`config.mk`:
```
export PLATFORM = sky130hd
export DESIGN_NAME = bsg_down_rx_buffer
export DESIGN_NICKNAME = d
export VERILOG_FILES = /design/src/rtl/bsg_down_rx_buffer.sv
export SDC_FILE = /design/constraint.sdc
export NUM_CORES = 1
export LEC_CHECK = 0
export BUFFER_PORTS_ARGS = -buffer_cell sky130_fd_sc_hd__buf_2
export CORE_MARGIN = 1
export CORE_UTILIZATION = 65
export CTS_CLUSTER_DIAMETER = 100
export DETAILED_ROUTE_END_ITERATION = 7
export GPL_TIMING_DRIVEN = 0
export PLACE_DENSITY = 0.82
export SETUP_SLACK_MARGIN = 0.02
export SLEW_MARGIN = 20
export SYNTH_ARGS = -nofsm -noshare
export SYNTH_HDL_FRONTEND = slang
export SYNTH_SLANG_ARGS = --single-unit
```
`constraint.sdc`:
```
create_clock -name clk -period 9.02 [get_ports clk]
set_input_delay 0.902 -clock clk [delete_from_list [all_inputs] [get_ports clk]]
set_output_delay 0.902 -clock clk [all_outputs]
set_load 0.01 [all_outputs]
```
`src/rtl/bsg_down_rx_buffer.sv`:
```
// Write side of the BSG downstream channel: registers the 8-bit link stream, packs byte pairs into a
// 16-bit entry buffer, commits the write pointer and returns credits. Optional: BSG_DOWN_RX_DROP_CNT_EN.
module bsg_down_rx_buffer #(
  parameter int ADDR_W      = 6,
  parameter int TOKEN_WORDS = 4
) (
  input  logic              clk,
  input  logic              rst,
  input  logic              io_valid_in,
  input  logic [7:0]        io_data_in,
  input  logic [ADDR_W:0]   rptr_i,
  input  logic [ADDR_W-1:0] rd_addr_i,
  output logic [15:0]       rd_data_o,
  output logic [ADDR_W:0]   wptr_t_o,
  output logic              full_o,
  output logic              io_token_out,
  output logic              overflow_o
`ifdef BSG_DOWN_RX_DROP_CNT_EN
  ,
  output logic [15:0]       drop_cnt_o
`endif
);

  // Handshake: the link has no backpressure; a byte is taken on every cycle io_valid_in is high and
  // flow control is purely by io_token_out credits. Toward the reader, entries in [rptr_i, wptr_t_o)
  // are valid, and the reader frees one entry per cycle at most by advancing rptr_i.

  localparam int DEPTH = 1 << ADDR_W;
  localparam int CW    = ADDR_W + 2;

  localparam logic PHASE_LOW  = 1'b0;
  localparam logic PHASE_HIGH = 1'b1;

  logic              io_valid;
  logic [7:0]        io_data;
  logic              phase;
  logic [7:0]        low_byte;
  logic [ADDR_W:0]   wptr;
  logic [ADDR_W:0]   rptr_seen;
  logic [CW-1:0]     credit_cnt;
  logic [15:0]       mem [DEPTH];

  logic              pair_done;
  logic              wr_en;
  logic              drop;
  logic [ADDR_W:0]   freed;
  logic [CW-1:0]     sum;

  assign full_o    = (wptr[ADDR_W] != rptr_i[ADDR_W]) &&
                     (wptr[ADDR_W-1:0] == rptr_i[ADDR_W-1:0]);
  assign pair_done = io_valid && (phase == PHASE_HIGH);
  assign wr_en     = pair_done && !full_o;
  assign drop      = pair_done && full_o;
  assign rd_data_o = mem[rd_addr_i];
  assign freed     = rptr_i - rptr_seen;
  assign sum       = credit_cnt + CW'(freed);

  always_ff @(posedge clk) begin
    if (rst) begin
      io_valid <= 1'b0;
      io_data  <= 8'h00;
    end else begin
      io_valid <= io_valid_in;
      io_data  <= io_data_in;
    end
  end

  // Phase holds across idle gaps; a full buffer still completes the pair so the next byte is a low byte.
  always_ff @(posedge clk) begin
    if (rst) begin
      phase      <= PHASE_LOW;
      low_byte   <= 8'h00;
      wptr       <= '0;
      overflow_o <= 1'b0;
    end else if (io_valid) begin
      if (phase == PHASE_LOW) begin
        low_byte <= io_data;
        phase    <= PHASE_HIGH;
      end else begin
        phase <= PHASE_LOW;
        if (full_o) overflow_o <= 1'b1;
        else        wptr       <= wptr + 1'b1;
      end
    end
  end

  always_ff @(posedge clk) begin
    if (!rst && wr_en) mem[wptr[ADDR_W-1:0]] <= {io_data, low_byte};
  end

  // The extra commit register keeps a freshly written entry hidden until its data has settled.
  always_ff @(posedge clk) begin
    if (rst) wptr_t_o <= '0;
    else     wptr_t_o <= wptr;
  end

  always_ff @(posedge clk) begin
    if (rst) begin
      rptr_seen    <= '0;
      credit_cnt   <= '0;
      io_token_out <= 1'b0;
    end else begin
      rptr_seen <= rptr_i;
      if (sum >= CW'(TOKEN_WORDS)) begin
        io_token_out <= 1'b1;
        credit_cnt   <= sum - CW'(TOKEN_WORDS);
      end else begin
        io_token_out <= 1'b0;
        credit_cnt   <= sum;
      end
    end
  end

`ifdef BSG_DOWN_RX_DROP_CNT_EN
  always_ff @(posedge clk) begin
    if (rst)                                drop_cnt_o <= 16'h0000;
    else if (drop && drop_cnt_o != 16'hFFFF) drop_cnt_o <= drop_cnt_o + 16'd1;
  end
`endif

endmodule

```
==> reports/results.ini, run 1 <==
[yosys]
synth_top_family_by_area=multiplexers
seq_area_frac_synth_pct=76.6
synth_compound_area_share_pct=3.14
synth_seq_cells=1073
ys_warn_count=0
synthCells=1955
synth_edf_count=1024
yosys.area_share.simple_pct=3.00
synth_ff_type=edfxtp_1
synth_nets=1997
synthMuxAreaShare_pct=14.8
syn_area_per_cell_sq_um=21.2
async_flop_share_pct=0
syn_area_sq_um=41400
synth_xor_area_share_pct=0.507
synth_fa_ha_area_share_pct=0.580
ys_types=60

[worst_setup_path]
r2r_cells=7
ff2ff_setup_slack_ns=4.89
setup.worst_path.class=input port to output pin
cp_data_required_time_ns=8.12
crit_fanout=10
crit_arrival_ns=4.77
start_kind=input port
timing.rr.end=mem[47][2]$_DFFE_PP_
worstReg2RegStart=wptr[1]$_SDFFE_PP0P_
end_kind=output pin

[detailed_routing]
ant_nets=0
wirelength_mm=116
vias=23000
wire_per_inst_um=37.6
initialDrtViolationCount=4285
drc=0
vias_per_cell=7.43
drtPass1Iterations=6

[power_and_ir_drop]
pwr-share-clk_pct=39.8
seqPwrFrac_pct=53.6
pwr_density_cell_nw_per_um2=219
power.leakage_nw=15.6
ir_worst_vdd_mv=0.271
p_switching_w=0.00228
switching_share_pct=22.2
p_int_w=0.00800
p_comb_share_pct=6.7

[cells_and_area]
layout_common_cells=1,024 x edfxtp_1, 256 x mux4_2, 104 x clkbuf_16, 72 x buf_2, 69 x clkbuf_1
layout-drive-gt1-share_pct=28.2
finalNonFillerCells=3096
final_core_util_pct=74.5
layout_commonest_cell=edfxtp_1
nets=2209
synthToLayoutAreaGrowth_pct=13.3

[timing]
timing.final.ws_setup_ns=3.34
setup_tns_ns=0
period_minus_slack_ns=5.68
final_max_slew_viol_count=0
rsz0062_at_grt=false
hold_violations=0
worstMarginPinSlew_ns=1.15
final.period_utilization_pct=62.9
slew_headroom_pct=23.2
finClkSkew_ns=0.0207
setup_violations=0
fmax_mhz=176

[worst_hold_path]
min_from=io_valid_in
hold_class=input port to register
hold_depth=2
holdPathEnd=io_valid$_SDFF_PP0_

[grt]
grt_pass1_vias=22700
overflow=0
grt_pass1_wl_mm=163
antenna_found_initial=14
grt_usage_pct=37.1
grt_max_degree=66

[die]
dieArea_sq_um=64700
initial_utilization_pct=65.8
die_w_um=254
dieHeight_um=254
core_area_sq_um=63000
row_count=92
ios=50

[cts]
cts_max_path_buffers=3
cts_buffers=101
ctsHoldBuffers=0
clkTransAtPathRegs_ns=0.06
cts_setup_buffers=0
cts-root-buf=clkbuf_16
cts_resized=0
cts_sinks=1073
clkLatencyLatePin_ns=0.68
cts_tree=yes
h-tree-depth=3

[place]
place.gp.congestion=1.01
pre_cts_ws_ns=3.83
dp.cells=2910
dpl.hpwl_mm=70.6
port_buffers=46

[flow_run]
drv_cap=0

[status]
status=finished, final reports clean

metal layers:
metal	global-route usage (%)	share of wire (%)
met5	0.150	0.13
met4	20.4	6.8
met3	13.2	15
met2	56.0	46
met1	47.6	32
logic make-up after synthesis:
| kind of cell | after synthesis |
|---|---|
| flops | 1073 |
| buf+inv | 116 |
| simple gates | 249 |
| xor+xnor | 24 |
| fa+ha+maj | 18 |
| mux | 293 |
| compound gates | 182 |
registers in the layout, summed over array words and instances (netlist names):
name          count
low_byte          8
wptr_t_o          7
mem            1024
phase             1
rptr_seen         7
io_token_out      1
io_valid          1
wptr              7
credit_cnt        8
overflow_o        1
io_data           8
Yosys cell counts, types with 12 or more instances:
library cell  number  area share (%)
a21oi_1           19            0.23
a221oi_1          25            0.53
a22oi_1           31            0.56
buf_1             19            0.17
buf_2             26            0.31
clkbuf_1          44            0.40
dfxtp_1           49             2.4
edfxtp_1        1024              74
ha_1              16            0.48
inv_1             12            0.11
mux2i_1           37            0.89
mux4_2           256              14
nand2_1           37            0.34
nand2b_1          14            0.21
nor2_1           104            0.94
nor2b_1           40            0.60
o21ai_0           39            0.47
xnor2_1           14            0.30
worst max-delay path: stages:
cell	delay, ns
buf_2	0.28
buf_2	0.49
buf_1	0.87
mux4_2	0.43
o21ai_0	0.48
nor3_1	0.14
nor2_1	0.49
o311ai_0	0.41
buf_2	0.25
power groups by stage:
stage	Sequential (W)	Clock, W	Combinational [W]
3_5_place_dp	0.00561	0	0.000650
5_1_grt	0.00551	0.00426	0.000715
2_1_floorplan	0.00559	0	0.000440
4_1_cts	0.00551	0.00408	0.000663
6_report	0.00551	0.00409	0.000686
3_3_place_gp	0.00563	0	0.000609
final cells by class:
class,instances,area [sq um]
diodes,4,10.0
plain buffers,104,518
clock buffers,130,2710
clock inverters,52,408
fillers,3228,16000
inverters,12,45.0
multi-input cells,766,9290
flip-flops and latches,1073,31800
well taps,846,1060
repair buffers,109,1120
worst max path at each step:
stage,from,to,slack (ns)
after global placement,rd_addr_i[1],rd_data_o[12],4.00
after floorplan,rptr_i[0],credit_cnt[4]$_SDFF_PP0_,5.02
final,rd_addr_i[1],rd_data_o[15],3.34
after CTS,rd_addr_i[1],rd_data_o[15],3.82
after global routing,rd_addr_i[1],rd_data_o[15],3.55
after detailed placement,rd_addr_i[1],rd_data_o[15],3.83
per-stage QoR:
stage	hold slack [ns]	total power, W	cell area [sq um]
5_1_grt	0.457	0.0105	46900
4_1_cts	0.437	0.0103	46900
2_1_floorplan	0.466	0.00603	41400
6_report	0.447	0.0103	46900
3_5_place_dp	0.460	0.00626	43800
3_3_place_gp	0.466	0.00624	42700
Power figures use the tool's default switching activity.
==> run 2: changes to the inputs <==
- CORE_UTILIZATION: 65 -> 63
- PLACE_DENSITY: 0.82 -> 0.8
- clock period: 9.02 -> 5.9 ns (I/O delays scaled with it)
==> run 2 against run 1 <==
  * Wire length fell by 2.5%
  * Core utilization fell by 1.4 points
  * Clock power rose by 66%
  * Cell count rose by 0.78%
  * Critical endpoint is now rd_data_o[4]
==> reports/results.ini, run 2 (synthesis gave the netlist of run 1 again) <==
[detailed_routing]
drtPass1Iterations=7
drc=0
vias=22600
initialDrtViolationCount=4087
vias_per_cell=7.25
wire_per_inst_um=36.4
ant_nets=0
wirelength_mm=113

[die]
dieArea_sq_um=66800
core_area_sq_um=64700
ios=50
dieHeight_um=258
initial_utilization_pct=64.0
row_count=93
die_w_um=258

[place]
place.gp.congestion=0.968
dp.cells=2923
place_area_sq_um=43800
dpl.hpwl_mm=69.6
port_buffers=46

[grt]
grt_max_degree=66
grt_usage_pct=34.7
grt_pass1_vias=22600
antenna_found_initial=9
overflow=0
grt_pass1_wl_mm=160

[cts]
clkTransAtPathRegs_ns=0.06
cts_buffers=104
cts_max_path_buffers=3
clkLatencyLatePin_ns=0.68
h-tree-depth=3
cts-root-buf=clkbuf_16
cts_resized=0
cts_sinks=1073
cts_tree=yes
ctsHoldBuffers=0
cts_setup_buffers=0

[cells_and_area]
layout_commonest_cell=edfxtp_1
num-fill-cells=3506
synthToLayoutAreaGrowth_pct=14.3
final_core_util_pct=73.2
layout-drive-gt1-share_pct=28.7
finalNonFillerCells=3120
finalInstanceArea_sq_um=47300
layout_common_cells=1,024 x edfxtp_1, 256 x mux4_2, 108 x clkbuf_16, 72 x buf_2, 63 x nor2_2
largest_reg_flops=1024
nets=2216

[power_and_ir_drop]
ir_worst_vdd_mv=0.259
pwr_density_cell_nw_per_um2=343
power_w=0.0162
power.leakage_nw=15.8

[worst_setup_path]
crit_arrival_ns=4.76
crit_fanout=10
ff2ff_setup_slack_ns=1.81
end_kind=output pin
setup.worst_path.class=input port to output pin
start_kind=input port
cp_data_required_time_ns=5.31

[timing]
setup_tns_ns=0
rsz0062_at_grt=false
finClkSkew_ns=0.0242
setup_violations=0
fmax_mhz=187
period_minus_slack_ns=5.35
final.period_utilization_pct=90.6
hold_violations=0
slew_headroom_pct=11.7
worstMarginPinSlew_ns=1.31
final_max_slew_viol_count=0

[worst_hold_path]
hold_class=input port to register

[status]
status=finished, final reports clean

[flow_run]
drv_cap=0

==> run 2: changes by cell type in the layout (fill, tap and decap cells not counted), sizes merged <==
cell and change:
buf +5, inv -2, diode +1, clkinv +7, bufinv +8, clkbuf -7, clkinvlp +3
==> run 2: critical path, stage by stage <==
cell	delay, ns
buf_2	0.41
buf_2	0.52
buf_1	0.90
mux4_2	0.47
a22oi_1	0.28
nand2_1	0.28
a221oi_1	0.74
o21ai_1	0.29
buf_2	0.23
==> run 2: cell type report <==
type                    instances  area (sq um)  share of cell area [%]
repair buffers                113          1150                    2.42
clock buffers                 124          2770                    5.86
clock inverters                68           694                    1.47
flip-flops and latches       1073         31800                    67.1
diodes                          5          12.5                  0.0264
plain buffers                 104           517                    1.09
well taps                     855          1070                    2.26
multi-input cells             766          9290                    19.6
inverters                      12          45.0                  0.0952
==> run 2: power breakdown <==
| part | switching (W) | total (W) | internal (W) |
|---|---|---|---|
| logic | 0.000631 | 0.00103 | 0.000403 |
| clock network | 0.00284 | 0.00679 | 0.00396 |
| registers | 0.0000897 | 0.00842 | 0.00833 |
==> run 2: path summary, 6_finish.rpt <==
kind                      endpoint  depth (start not counted)                 start
max                   rd_data_o[4]                          9          rd_addr_i[1]
min          io_data[2]$_SDFF_PP0_                          2         io_data_in[2]
max reg2reg  mem[46][13]$_DFFE_PP_                          7  wptr[1]$_SDFFE_PP0P_
min reg2reg     phase$_SDFFE_PP0P_                          2    phase$_SDFFE_PP0P_
==> run 2: per-layer routing <==
metal	track usage (%)	wire [um]	vias up
li1	-	-	8595
met1	45.3	37600	11400
met2	53.3	52600	2153
met3	11.5	16100	459
met4	17.1	6950	12
met5	0	157	-
==> run 2: metrics by stage <==
stage	hold slack (ns)	setup slack, ns
final	0.138	0.554
after floorplan	0.466	2.22
after CTS	0.115	1.07
after global routing	0.127	0.829
after detailed placement	0.469	1.26
after global placement	0.475	1.32
